### src/rtl/uart_tx_pkg.sv
// Shared constants for the memory-mapped UART transmitter: register indices,
// data-memory access codes, FSM states and STATUS bit positions.
package uart_tx_pkg;

    localparam logic [1:0] REG_TXDATA  = 2'd0;
    localparam logic [1:0] REG_STATUS  = 2'd1;
    localparam logic [1:0] REG_BAUDDIV = 2'd2;
    localparam logic [1:0] REG_CTRL    = 2'd3;

    // Access codes match the ones the data-memory block decodes
    localparam logic [2:0] MEM_LB  = 3'b000;
    localparam logic [2:0] MEM_LH  = 3'b001;
    localparam logic [2:0] MEM_LW  = 3'b010;
    localparam logic [2:0] MEM_LBU = 3'b100;
    localparam logic [2:0] MEM_LHU = 3'b101;

    typedef enum logic [1:0] {
        IDLE  = 2'd0,
        START = 2'd1,
        DATA  = 2'd2,
        STOP  = 2'd3
    } tx_state_t;

    localparam int ST_BUSY   = 0;
    localparam int ST_FULL   = 1;
    localparam int ST_EMPTY  = 2;
    localparam int ST_OVF    = 3;
    localparam int ST_CNT_LO = 4;

endpackage

### src/rtl/mmio_uart_tx_if.sv
// Core data-memory bus as seen by a memory-mapped peripheral.
interface mmio_uart_tx_if #(
    parameter int BITNESS = 32
) ();
    logic [BITNESS-1:0] address;
    logic [BITNESS-1:0] write_data;
    logic               write_enable;
    logic [2:0]         DATAMEMControl;
    logic [BITNESS-1:0] read_data;

    modport master (
        output address, write_data, write_enable, DATAMEMControl,
        input  read_data
    );

    modport slave (
        input  address, write_data, write_enable, DATAMEMControl,
        output read_data
    );
endinterface

### src/rtl/sync_fifo.sv
// Show-ahead synchronous FIFO; a push into a full FIFO is accepted when a pop
// frees a slot on the same edge.
module sync_fifo #(
    parameter int WIDTH = 8,
    parameter int DEPTH = 8,
    localparam int AW = $clog2(DEPTH),
    localparam int CW = AW + 1
) (
    input  logic             clk_i,
    input  logic             rst_i,
    input  logic             i_push,
    input  logic             i_pop,
    input  logic [WIDTH-1:0] i_din,
    output logic [WIDTH-1:0] o_dout,
    output logic             o_full,
    output logic             o_empty,
    output logic [CW-1:0]    o_count
);

    logic [WIDTH-1:0] r_mem [DEPTH];
    logic [AW-1:0]    r_wptr;
    logic [AW-1:0]    r_rptr;
    logic [CW-1:0]    r_count;
    logic             w_doPush;
    logic             w_doPop;

    assign o_full   = (r_count == CW'(DEPTH));
    assign o_empty  = (r_count == '0);
    assign o_count  = r_count;
    assign o_dout   = r_mem[r_rptr];
    assign w_doPop  = i_pop & ~o_empty;
    assign w_doPush = i_push & (~o_full | w_doPop);

    always_ff @(posedge clk_i) begin
        if (w_doPush) r_mem[r_wptr] <= i_din;
    end

    always_ff @(posedge clk_i or posedge rst_i) begin
        if (rst_i) begin
            r_wptr  <= '0;
            r_rptr  <= '0;
            r_count <= '0;
        end else begin
            if (w_doPush) r_wptr <= r_wptr + AW'(1);
            if (w_doPop)  r_rptr <= r_rptr + AW'(1);
            case ({w_doPush, w_doPop})
                2'b10:   r_count <= r_count + CW'(1);
                2'b01:   r_count <= r_count - CW'(1);
                default: r_count <= r_count;
            endcase
        end
    end

endmodule

### src/rtl/mmio_uart_tx.sv
// Memory-mapped 8N1 UART transmitter on the core's data-memory bus, with a
// TX FIFO, programmable bit period and a drain interrupt.
module mmio_uart_tx
    import uart_tx_pkg::*;
#(
    parameter int                 BITNESS     = 32,
    parameter logic [BITNESS-1:0] BASE_ADDR   = 32'h0001_0000,
    parameter int                 FIFO_DEPTH  = 8,
    parameter logic [15:0]        DEFAULT_DIV = 16'd868
) (
    input  logic          clk_i,
    input  logic          rst_i,
    mmio_uart_tx_if.slave bus,
    output logic          tx_o,
    output logic          irq_o
);

    localparam int CW = $clog2(FIFO_DEPTH) + 1;

    logic               w_sel, w_wr, w_isWord, w_push, w_pop, w_drop;
    logic [1:0]         w_idx;
    logic               w_full, w_empty, w_busy;
    logic [7:0]         w_dout;
    logic [CW-1:0]      w_count;
    logic [3:0]         w_countSat;
    logic [BITNESS-1:0] w_status, w_regWord;
    logic [7:0]         w_byte;
    logic [15:0]        w_half;
    logic               w_unused;

    logic               r_ovf, r_irqEn, r_irq, r_tx;
    logic [15:0]        r_baudDiv, r_divCnt, r_divQ;
    logic [2:0]         r_bitIdx;
    logic [7:0]         r_shreg;
    tx_state_t          r_state;

    tx_state_t          w_stateNext;
    logic [15:0]        w_divCntNext, w_divQNext;
    logic [2:0]         w_bitIdxNext;
    logic [7:0]         w_shregNext;
    logic               w_txNext;

    assign w_sel    = (bus.address[BITNESS-1:4] == BASE_ADDR[BITNESS-1:4]);
    assign w_idx    = bus.address[3:2];
    assign w_wr     = bus.write_enable & w_sel;
    assign w_isWord = (bus.DATAMEMControl == MEM_LW);
    assign w_push   = w_wr & (w_idx == REG_TXDATA);
    assign w_drop   = w_push & w_full & ~w_pop;
    assign w_busy   = (r_state != IDLE);
    assign w_unused = ^bus.write_data[BITNESS-1:16];

    sync_fifo #(.WIDTH(8), .DEPTH(FIFO_DEPTH)) u_fifo (
        .clk_i   (clk_i),
        .rst_i   (rst_i),
        .i_push  (w_push),
        .i_pop   (w_pop),
        .i_din   (bus.write_data[7:0]),
        .o_dout  (w_dout),
        .o_full  (w_full),
        .o_empty (w_empty),
        .o_count (w_count)
    );

    // Overflow set wins over a same-edge software clear so no drop goes unseen
    always_ff @(posedge clk_i or posedge rst_i) begin
        if (rst_i) begin
            r_ovf     <= 1'b0;
            r_baudDiv <= DEFAULT_DIV;
            r_irqEn   <= 1'b0;
        end else begin
            if (w_drop)
                r_ovf <= 1'b1;
            else if (w_wr && w_idx == REG_STATUS && bus.write_data[ST_OVF])
                r_ovf <= 1'b0;
            if (w_wr && w_isWord && w_idx == REG_BAUDDIV)
                r_baudDiv <= (bus.write_data[15:0] == 16'd0) ? 16'd1 : bus.write_data[15:0];
            if (w_wr && w_isWord && w_idx == REG_CTRL)
                r_irqEn <= bus.write_data[0];
        end
    end

    assign w_countSat = (w_count > CW'(15)) ? 4'hF : 4'(w_count);
    assign w_status   = {{(BITNESS-8){1'b0}}, w_countSat, r_ovf, w_empty, w_full, w_busy};

    always_comb begin
        w_regWord = '0;
        case (w_idx)
            REG_STATUS:  w_regWord = w_status;
            REG_BAUDDIV: w_regWord = {{(BITNESS-16){1'b0}}, r_baudDiv};
            REG_CTRL:    w_regWord = {{(BITNESS-1){1'b0}}, r_irqEn};
            default:     w_regWord = '0;
        endcase
    end

    assign w_byte = w_regWord[{bus.address[1:0], 3'b000} +: 8];
    assign w_half = w_regWord[{bus.address[1], 4'b0000} +: 16];

    always_comb begin
        bus.read_data = '0;
        if (w_sel) begin
            case (bus.DATAMEMControl)
                MEM_LB:  bus.read_data = {{(BITNESS-8){w_byte[7]}}, w_byte};
                MEM_LBU: bus.read_data = {{(BITNESS-8){1'b0}}, w_byte};
                MEM_LH:  bus.read_data = {{(BITNESS-16){w_half[15]}}, w_half};
                MEM_LHU: bus.read_data = {{(BITNESS-16){1'b0}}, w_half};
                MEM_LW:  bus.read_data = w_regWord;
                default: bus.read_data = '0;
            endcase
        end
    end

    always_ff @(posedge clk_i or posedge rst_i) begin
        if (rst_i) begin
            r_state  <= IDLE;
            r_divCnt <= '0;
            r_divQ   <= 16'd1;
            r_bitIdx <= '0;
            r_shreg  <= '0;
            r_tx     <= 1'b1;
            r_irq    <= 1'b0;
        end else begin
            r_state  <= w_stateNext;
            r_divCnt <= w_divCntNext;
            r_divQ   <= w_divQNext;
            r_bitIdx <= w_bitIdxNext;
            r_shreg  <= w_shregNext;
            r_tx     <= w_txNext;
            r_irq    <= r_irqEn & w_empty & (r_state == IDLE);
        end
    end

    // Divisor is latched per frame so BAUDDIV writes only affect later frames
    always_comb begin
        w_stateNext  = r_state;
        w_divCntNext = r_divCnt;
        w_divQNext   = r_divQ;
        w_bitIdxNext = r_bitIdx;
        w_shregNext  = r_shreg;
        w_txNext     = r_tx;
        w_pop        = 1'b0;
        case (r_state)
            IDLE: begin
                w_txNext = 1'b1;
                if (!w_empty) begin
                    w_pop        = 1'b1;
                    w_shregNext  = w_dout;
                    w_divQNext   = r_baudDiv;
                    w_divCntNext = r_baudDiv - 16'd1;
                    w_txNext     = 1'b0;
                    w_stateNext  = START;
                end
            end
            START: begin
                if (r_divCnt == 16'd0) begin
                    w_divCntNext = r_divQ - 16'd1;
                    w_txNext     = r_shreg[0];
                    w_bitIdxNext = 3'd0;
                    w_stateNext  = DATA;
                end else begin
                    w_divCntNext = r_divCnt - 16'd1;
                end
            end
            DATA: begin
                if (r_divCnt == 16'd0) begin
                    w_divCntNext = r_divQ - 16'd1;
                    if (r_bitIdx == 3'd7) begin
                        w_txNext    = 1'b1;
                        w_stateNext = STOP;
                    end else begin
                        w_bitIdxNext = r_bitIdx + 3'd1;
                        w_shregNext  = {1'b0, r_shreg[7:1]};
                        w_txNext     = r_shreg[1];
                    end
                end else begin
                    w_divCntNext = r_divCnt - 16'd1;
                end
            end
            STOP: begin
                if (r_divCnt == 16'd0)
                    w_stateNext = IDLE;
                else
                    w_divCntNext = r_divCnt - 16'd1;
            end
            default: w_stateNext = IDLE;
        endcase
    end

    assign tx_o  = r_tx;
    assign irq_o = r_irq;

endmodule

### src/flat_wrapper.sv
// flat-port wrapper written by rule: the top's interface ports become plain ports
module mmio_uart_tx_flat import uart_tx_pkg::*;
#(
    parameter int                 BITNESS     = 32,
    parameter logic [BITNESS-1:0] BASE_ADDR   = 32'h0001_0000,
    parameter int                 FIFO_DEPTH  = 8,
    parameter logic [15:0]        DEFAULT_DIV = 16'd868
)
  (clk_i, rst_i, tx_o, irq_o, bus_address, bus_write_data, bus_write_enable, bus_DATAMEMControl, bus_read_data);
  mmio_uart_tx_if #(.BITNESS(BITNESS)) bus_i ();
  input  logic clk_i;
  input  logic rst_i;
  output logic tx_o;
  output logic irq_o;
  input wire logic [$bits(bus_i.address)-1:0] bus_address;
  input wire logic [$bits(bus_i.write_data)-1:0] bus_write_data;
  input wire logic [$bits(bus_i.write_enable)-1:0] bus_write_enable;
  input wire logic [$bits(bus_i.DATAMEMControl)-1:0] bus_DATAMEMControl;
  output wire logic [$bits(bus_i.read_data)-1:0] bus_read_data;
  assign bus_i.address = bus_address;
  assign bus_i.write_data = bus_write_data;
  assign bus_i.write_enable = bus_write_enable;
  assign bus_i.DATAMEMControl = bus_DATAMEMControl;
  assign bus_read_data = bus_i.read_data;
  mmio_uart_tx #(.BITNESS(BITNESS), .BASE_ADDR(BASE_ADDR), .FIFO_DEPTH(FIFO_DEPTH), .DEFAULT_DIV(DEFAULT_DIV)) u_core (.clk_i(clk_i), .rst_i(rst_i), .bus(bus_i), .tx_o(tx_o), .irq_o(irq_o));
endmodule
### config.mk
export PLATFORM = sky130hd
export DESIGN_NAME = mmio_uart_tx_flat
export DESIGN_NICKNAME = d
export VERILOG_FILES = /design/src/rtl/uart_tx_pkg.sv /design/src/rtl/mmio_uart_tx_if.sv /design/src/rtl/sync_fifo.sv /design/src/rtl/mmio_uart_tx.sv /design/src/flat_wrapper.sv
export SDC_FILE = /design/constraint.sdc
export NUM_CORES = 1
export LEC_CHECK = 0
export ABC_AREA = 1
export CAP_MARGIN = 25
export CORE_MARGIN = 1
export CORE_UTILIZATION = 56
export CTS_BUF_LIST = sky130_fd_sc_hd__clkbuf_16
export CTS_CLUSTER_DIAMETER = 80
export DETAILED_ROUTE_END_ITERATION = 7
export PLACE_DENSITY = 0.9
export SLEW_MARGIN = 40
export SYNTH_ARGS = -nofsm -noshare
export SYNTH_HDL_FRONTEND = slang
export SYNTH_HIERARCHICAL = 1
export SYNTH_SLANG_ARGS = --single-unit
### constraint.sdc
create_clock -name clk_i -period 4.33 [get_ports clk_i]
set_input_delay 0.433 -clock clk_i [delete_from_list [all_inputs] [get_ports clk_i]]
set_output_delay 0.433 -clock clk_i [all_outputs]
set_load 0.01 [all_outputs]
==> flow_summary.ini, run 1 <==
[die]
fp-row-count = 43
die-area_um2 = 14900
core_area_um2 = 13900
die_h_um = 122
die_w_um = 122
ios = 104
start_util_pct = 57.8

[job]
drv_cap = 0

[yosys]
yosysWarnings = 6
yosys-top-cells-area = edfxtp_1, dfrtp_1, nand2_1, nor2_1, o21ai_0
yosysSeqAreaShare_pct = 47.3
synthDistinctLibCells = 49
synthesis.area_um2 = 8060
ys_ff_latch = 139
synth_top_cell_area_share_pct = 23.9
synth.net_count = 1085
netlist_instances = 1001
synth_area_per_cell_um2 = 8.05
yosysTopAreaCell = edfxtp_1

[clock_tree]
clockBufferDepth = 2
numCtsBuffers = 17
cts-hold-fix-buffers = 0
cts_setup_buffers = 0
clock_latency_ns = 0.42
root_buffer = clkbuf_16
clkTransAtPathRegs_ns = 0.06
cts-htree-levels = 4
clock_sinks = 139
cts_resized = 0
cts_tree = built

[global_routing]
grt_pass1_vias = 6896
antenna_found_initial = 0
grt.met3_usage_pct = 6.84
gr-max-usage-layer = met2
met2_usage_pct = 46.8
grt_max_degree = 42
overflow = 0
grt_pass1_wl_mm = 32.6
grt_use_met1_pct = 35.3
grt_usage_pct = 28.6

[drt]
drcViolationCount = 0
vias = 7404
antenna_left = 0
wl_mm = 20.4
first_pass_iters = 8
via_per_inst = 5.81
drtIter0Drc = 720
routedWlPerCell_um = 16.0

[final_layout]
final_nets = 1165
multi_input_area_um2 = 3590
regArea_um2 = 3810
drive_gt1_share_pct = 8.14
fillers = 971
diodes = 0
area_growth_pct = 19.1

[sta]
final.min_clock_period_ns = 3.81
finalMaxSlewViolations = 0
finalHoldViolCount = 0
fin_worst_skew_ns = 0.00748
fin_crit_sh_pct = 88.0
tightest_slew_ns = 0.631
rsz0062_at_grt = false
setup_violations = 0
max_clock_freq_mhz = 263
setup_tns_ns = 0
slew_headroom_pct = 57.8

[setup_path]
regToRegSetupSlack_ns = 1.69
critical_path_required_ns = 3.90
end_kind = primary output
path_class = in -> out
crit_fanout = 17
cp_data_arrival_time_ns = 3.38
cp-start-kind = input pin

[place]
dp_hpwl_mm = 13.9
io_buffer_count = 87
gp_congestion = 0.895

[run_status]
status = finished, final reports clean

[pwr]
p_leak_nw = 4.25
ir_drop_mv = 0.282
power_density_nw_per_um2 = 296
power.total_w = 0.00284

[hold_path]
hp-class = in -> async
==> cell usage after synthesis (all sizes together) <==
cell,count
a21oi,25
a22oi,6
a31oi,2
a32o,2
buf,30
clkbuf,15
clkinv,3
dfrtp,68
dfstp,7
edfxtp,64
fa,1
ha,13
inv,102
mux2,1
mux2i,8
nand2,272
nand3,55
nand3b,1
nand4,26
nor2,127
nor3,7
nor3b,2
nor4,12
o211ai,7
o21a,1
o21ai,94
o21bai,1
o221ai,1
o22ai,10
o31ai,1
or2,6
xnor2,1
xor2,30
==> logic make-up after synthesis <==
kind of cell | synth area share (%)
flip-flops | 47.3
adder cells (fa/ha/maj) | 2.27
AO/OA/AOI/OAI | 10.4
AND/OR/NAND/NOR | 27.4
XOR/XNOR | 3.37
buffers and inverters | 8.15
multiplexers | 1.13
==> per-stage QoR <==
stage	area [um^2]	instances	hold slack, ns	utilization, %	setup slack (ns)
2_1_floorplan	8060	1001	0.273	-	1.33
3_3_place_gp	9040	1242	0.455	64.8	0.586
3_5_place_dp	9040	1242	0.459	64.9	0.559
4_1_cts	9590	1274	0.392	68.9	0.528
5_1_grt	9590	1274	0.438	68.9	0.333
6_report	9590	1274	0.385	68.9	0.521
==> critical path, stage by stage <==
cell             delay (ns)
clkdlybuf4s50_1        0.58
nand2_1                0.36
o22ai_1                0.34
inv_1                  0.06
o21ai_0                0.20
nand2_1                0.23
a21oi_1                0.39
buf_4                  0.24
clkdlybuf4s50_1        0.55
==> cell type report <==
class | instances | share of cell area [%]
multi-input combinational | 712 | 37.5
sequential | 139 | 39.7
inverter | 105 | 4.16
clock buffer | 17 | 4.43
clock inverter | 15 | 1.34
tap | 180 | 2.35
timing repair buffer | 106 | 10.6
==> flip-flops by register name, indices dropped and copies added (netlist names) <==
name and count:
u_core/u_fifo/r_mem 64, u_core/r_baudDiv 16, u_core/r_divCnt 16, u_core/r_divQ 16
u_core/r_shreg 8, u_core/u_fifo/o_count 4, u_core/r_bitIdx 3, u_core/u_fifo/r_rptr 3
u_core/u_fifo/r_wptr 3, u_core/r_state 2, u_core/irq_o 1, u_core/r_irqEn 1
u_core/r_ovf 1, u_core/tx_o 1
==> worst paths after layout <==
| kind | start | endpoint | depth (start not counted) |
|---|---|---|---|
| setup / recovery | bus_address[3] | bus_read_data[17] | 9 |
| hold / removal | rst_i | u_core/u_fifo/r_rptr[2]$_DFFE_PP0N_ | 2 |
| setup reg to reg | u_core/r_state[1]$_DFFE_PP0P_ | u_core/u_fifo/r_mem[4][5]$_DFFE_PP_ | 11 |
| hold reg to reg | u_core/r_irqEn$_DFFE_PP0P_ | u_core/r_irqEn$_DFFE_PP0P_ | 2 |
| max in group asynchronous | rst_i | u_core/tx_o$_DFFE_PP1P_ | 3 |
| min in group clk_i | u_core/r_irqEn$_DFFE_PP0P_ | u_core/r_irqEn$_DFFE_PP0P_ | 2 |
==> routing by layer <==
layer	share of wire (%)	wire length, um
met2	48	9810
met4	3.4	685
met1	39	7990
met3	9.2	1890
met5	0	0
==> power breakdown <==
group	total (W)	leakage, nW	internal [W]	switching, W
sequential	0.00138	1.47	0.00138	0.0000000000438
clock	0.00136	0.284	0.000790	0.000566
combinational	0.000104	2.50	0.0000487	0.0000549
total	0.00284	4.25	0.00222	0.000621
==> cells in the final DEF (no fill, tap or decap), types with 6 or more instances in the layout <==
cell	netlist	routed
a22oi_1	6	6
buf_4	19	19
o21ai_0	82	82
dfrtp_1	68	67
nand2_1	265	265
nor2_1	124	124
ha_1	13	13
xor2_1	30	30
edfxtp_1	64	64
inv_1	97	99
nor4_1	10	10
o21ai_1	7	7
o22ai_1	10	10
clkbuf_16	0	17
o211ai_1	7	7
nand4_1	26	26
dfstp_2	7	7
mux2i_1	8	8
a21oi_1	25	25
clkdlybuf4s50_1	0	87
nand3_1	52	52
No activity file was read; power rests on OpenSTA's default activity.
==> run 2: changes to the inputs <==
PLACE_DENSITY = 0.81   (was 0.9)
==> run 2 against run 1 <==
Worst hold slack worse by 0.032 ns. Clock power is 21% higher. Combinational power hardly changed. Routed wire length is 5.1% lower. Sequential share of layout area is 0.41 points lower. First-iteration DRC count is 6.9% lower. Critical path depth is 1 higher. Clock skew is 0.0016 ns higher. Largest cell class unchanged.
==> flow_summary.ini, run 2 (synthesized netlist as in run 1, its figures left out) <==
[run_status]
status = finished, final reports clean

[sta]
setup_tns_ns = 0
fin_worst_skew_ns = 0.00910
hold_slack_ns = 0.354
rsz0062_at_grt = false
finalHoldViolCount = 0
final.min_clock_period_ns = 3.60
finalMaxSlewViolations = 0
slew_headroom_pct = 47.7
max_clock_freq_mhz = 278
fin_crit_sh_pct = 83.1
tightest_slew_ns = 0.782
setup_violations = 0

[final_layout]
stdcell_count = 1272
drive_gt1_share_pct = 8.24
top_register = u_core/u_fifo/r_mem
regArea_um2 = 3810
largest_reg_flops = 64
fillers = 1044
final_common_cell = nand2_1
multi_input_area_um2 = 3600
mostFrequentLayoutCells = nand2_1, nor2_1, inv_1
area_growth_pct = 20.3
final_util_pct = 69.6
final_nets = 1163
diodes = 0

[clock_tree]
clockBufferDepth = 2
clkTransAtPathRegs_ns = 0.06
cts_tree = built
clock_latency_ns = 0.43
cts-htree-levels = 4
clock_sinks = 139
cts_resized = 0
cts-hold-fix-buffers = 0
numCtsBuffers = 17
root_buffer = clkbuf_16
cts_setup_buffers = 0

[drt]
wl_mm = 19.3
first_pass_iters = 5
via_per_inst = 5.59
drcViolationCount = 0
routedWlPerCell_um = 15.2
drtIter0Drc = 670
vias = 7113
antenna_left = 0

[die]
die_w_um = 122
start_util_pct = 57.8
ios = 104
die-area_um2 = 14900
fp-row-count = 43
core_area_um2 = 13900
die_h_um = 122

[pwr]
p_leak_nw = 4.29
ir_drop_mv = 0.267
power.total_w = 0.00314
power_density_nw_per_um2 = 324

[global_routing]
antenna_found_initial = 0
grt_pass1_wl_mm = 31.6
met2_usage_pct = 43.8
grt.met3_usage_pct = 5.38
overflow = 0
gr-max-usage-layer = met2
grt_usage_pct = 27.8
grt_max_degree = 35
grt_pass1_vias = 6628
grt_use_met1_pct = 37.6

[place]
gp_congestion = 0.886
place_inst = 1240
dp_hpwl_mm = 13.8
io_buffer_count = 87

[setup_path]
end_kind = primary output
critical_path_required_ns = 3.90
cp_data_arrival_time_ns = 3.17
crit_fanout = 12
cp-start-kind = input pin
path_class = in -> out

[hold_path]
hp-class = in -> async

[job]
drv_cap = 0
[run 2: final timing paths]
check / from / endpoint / slack, ns / cells past startpoint
worst max-delay path: bus_address[3] / bus_read_data[21] / 0.73 / 10
worst min-delay path: rst_i / u_core/u_fifo/r_wptr[2]$_DFFE_PP0P_ / 0.35 / 2
worst max register to register: u_core/u_fifo/o_count[0]$_DFFE_PP0P_ / u_core/u_fifo/r_mem[2][6]$_DFFE_PP_ / 1.71 / 8
worst min register to register: u_core/r_irqEn$_DFFE_PP0P_ / u_core/r_irqEn$_DFFE_PP0P_ / 0.48 / 2
max in group asynchronous: rst_i / u_core/r_divQ[0]$_DFFE_PP1P_ / 2.90 / 3
min in group clk_i: u_core/r_irqEn$_DFFE_PP0P_ / u_core/r_irqEn$_DFFE_PP0P_ / 0.48 / 2
[run 2: stage by stage]
stage                     instance area, um^2  worst slack [ns]
after floorplan                          8060              1.33
after global placement                   9020             0.846
after detailed placement                 9020             0.761
after CTS                                9690             0.745
after global routing                     9700             0.418
final                                    9700             0.730
[run 2: where the power goes]
group / switching, W / internal (W)
Clock: 0.000570 / 0.00108
Sequential: 0.0000000000465 / 0.00138
Combinational: 0.0000547 / 0.0000497
Total: 0.000625 / 0.00252
[run 2: routing by layer]
layer	share of wire [%]	vias to the layer above
met5	0	-
met4	2.4	0
met3	7.4	46
met2	47	303
met1	43	3302
li1	-	3462
[run 2: cell type report]
cell class              instances  area share [%]
clock buffers                  17            4.39
multi-input cells             712            37.1
clock inverters                15            2.53
flip-flops and latches        139            39.3
inverters                     105            4.09
well taps                     180            2.32
repair buffers                104            10.3
[run 2: worst max-delay path, cell delays in order]
cell	delay [ns]
clkdlybuf4s50_1	0.57
nand2_1	0.21
buf_4	0.23
nor2_1	0.18
nand2_1	0.08
o21ai_0	0.10
nand2_1	0.23
a21oi_1	0.35
buf_4	0.23
clkdlybuf4s50_1	0.55
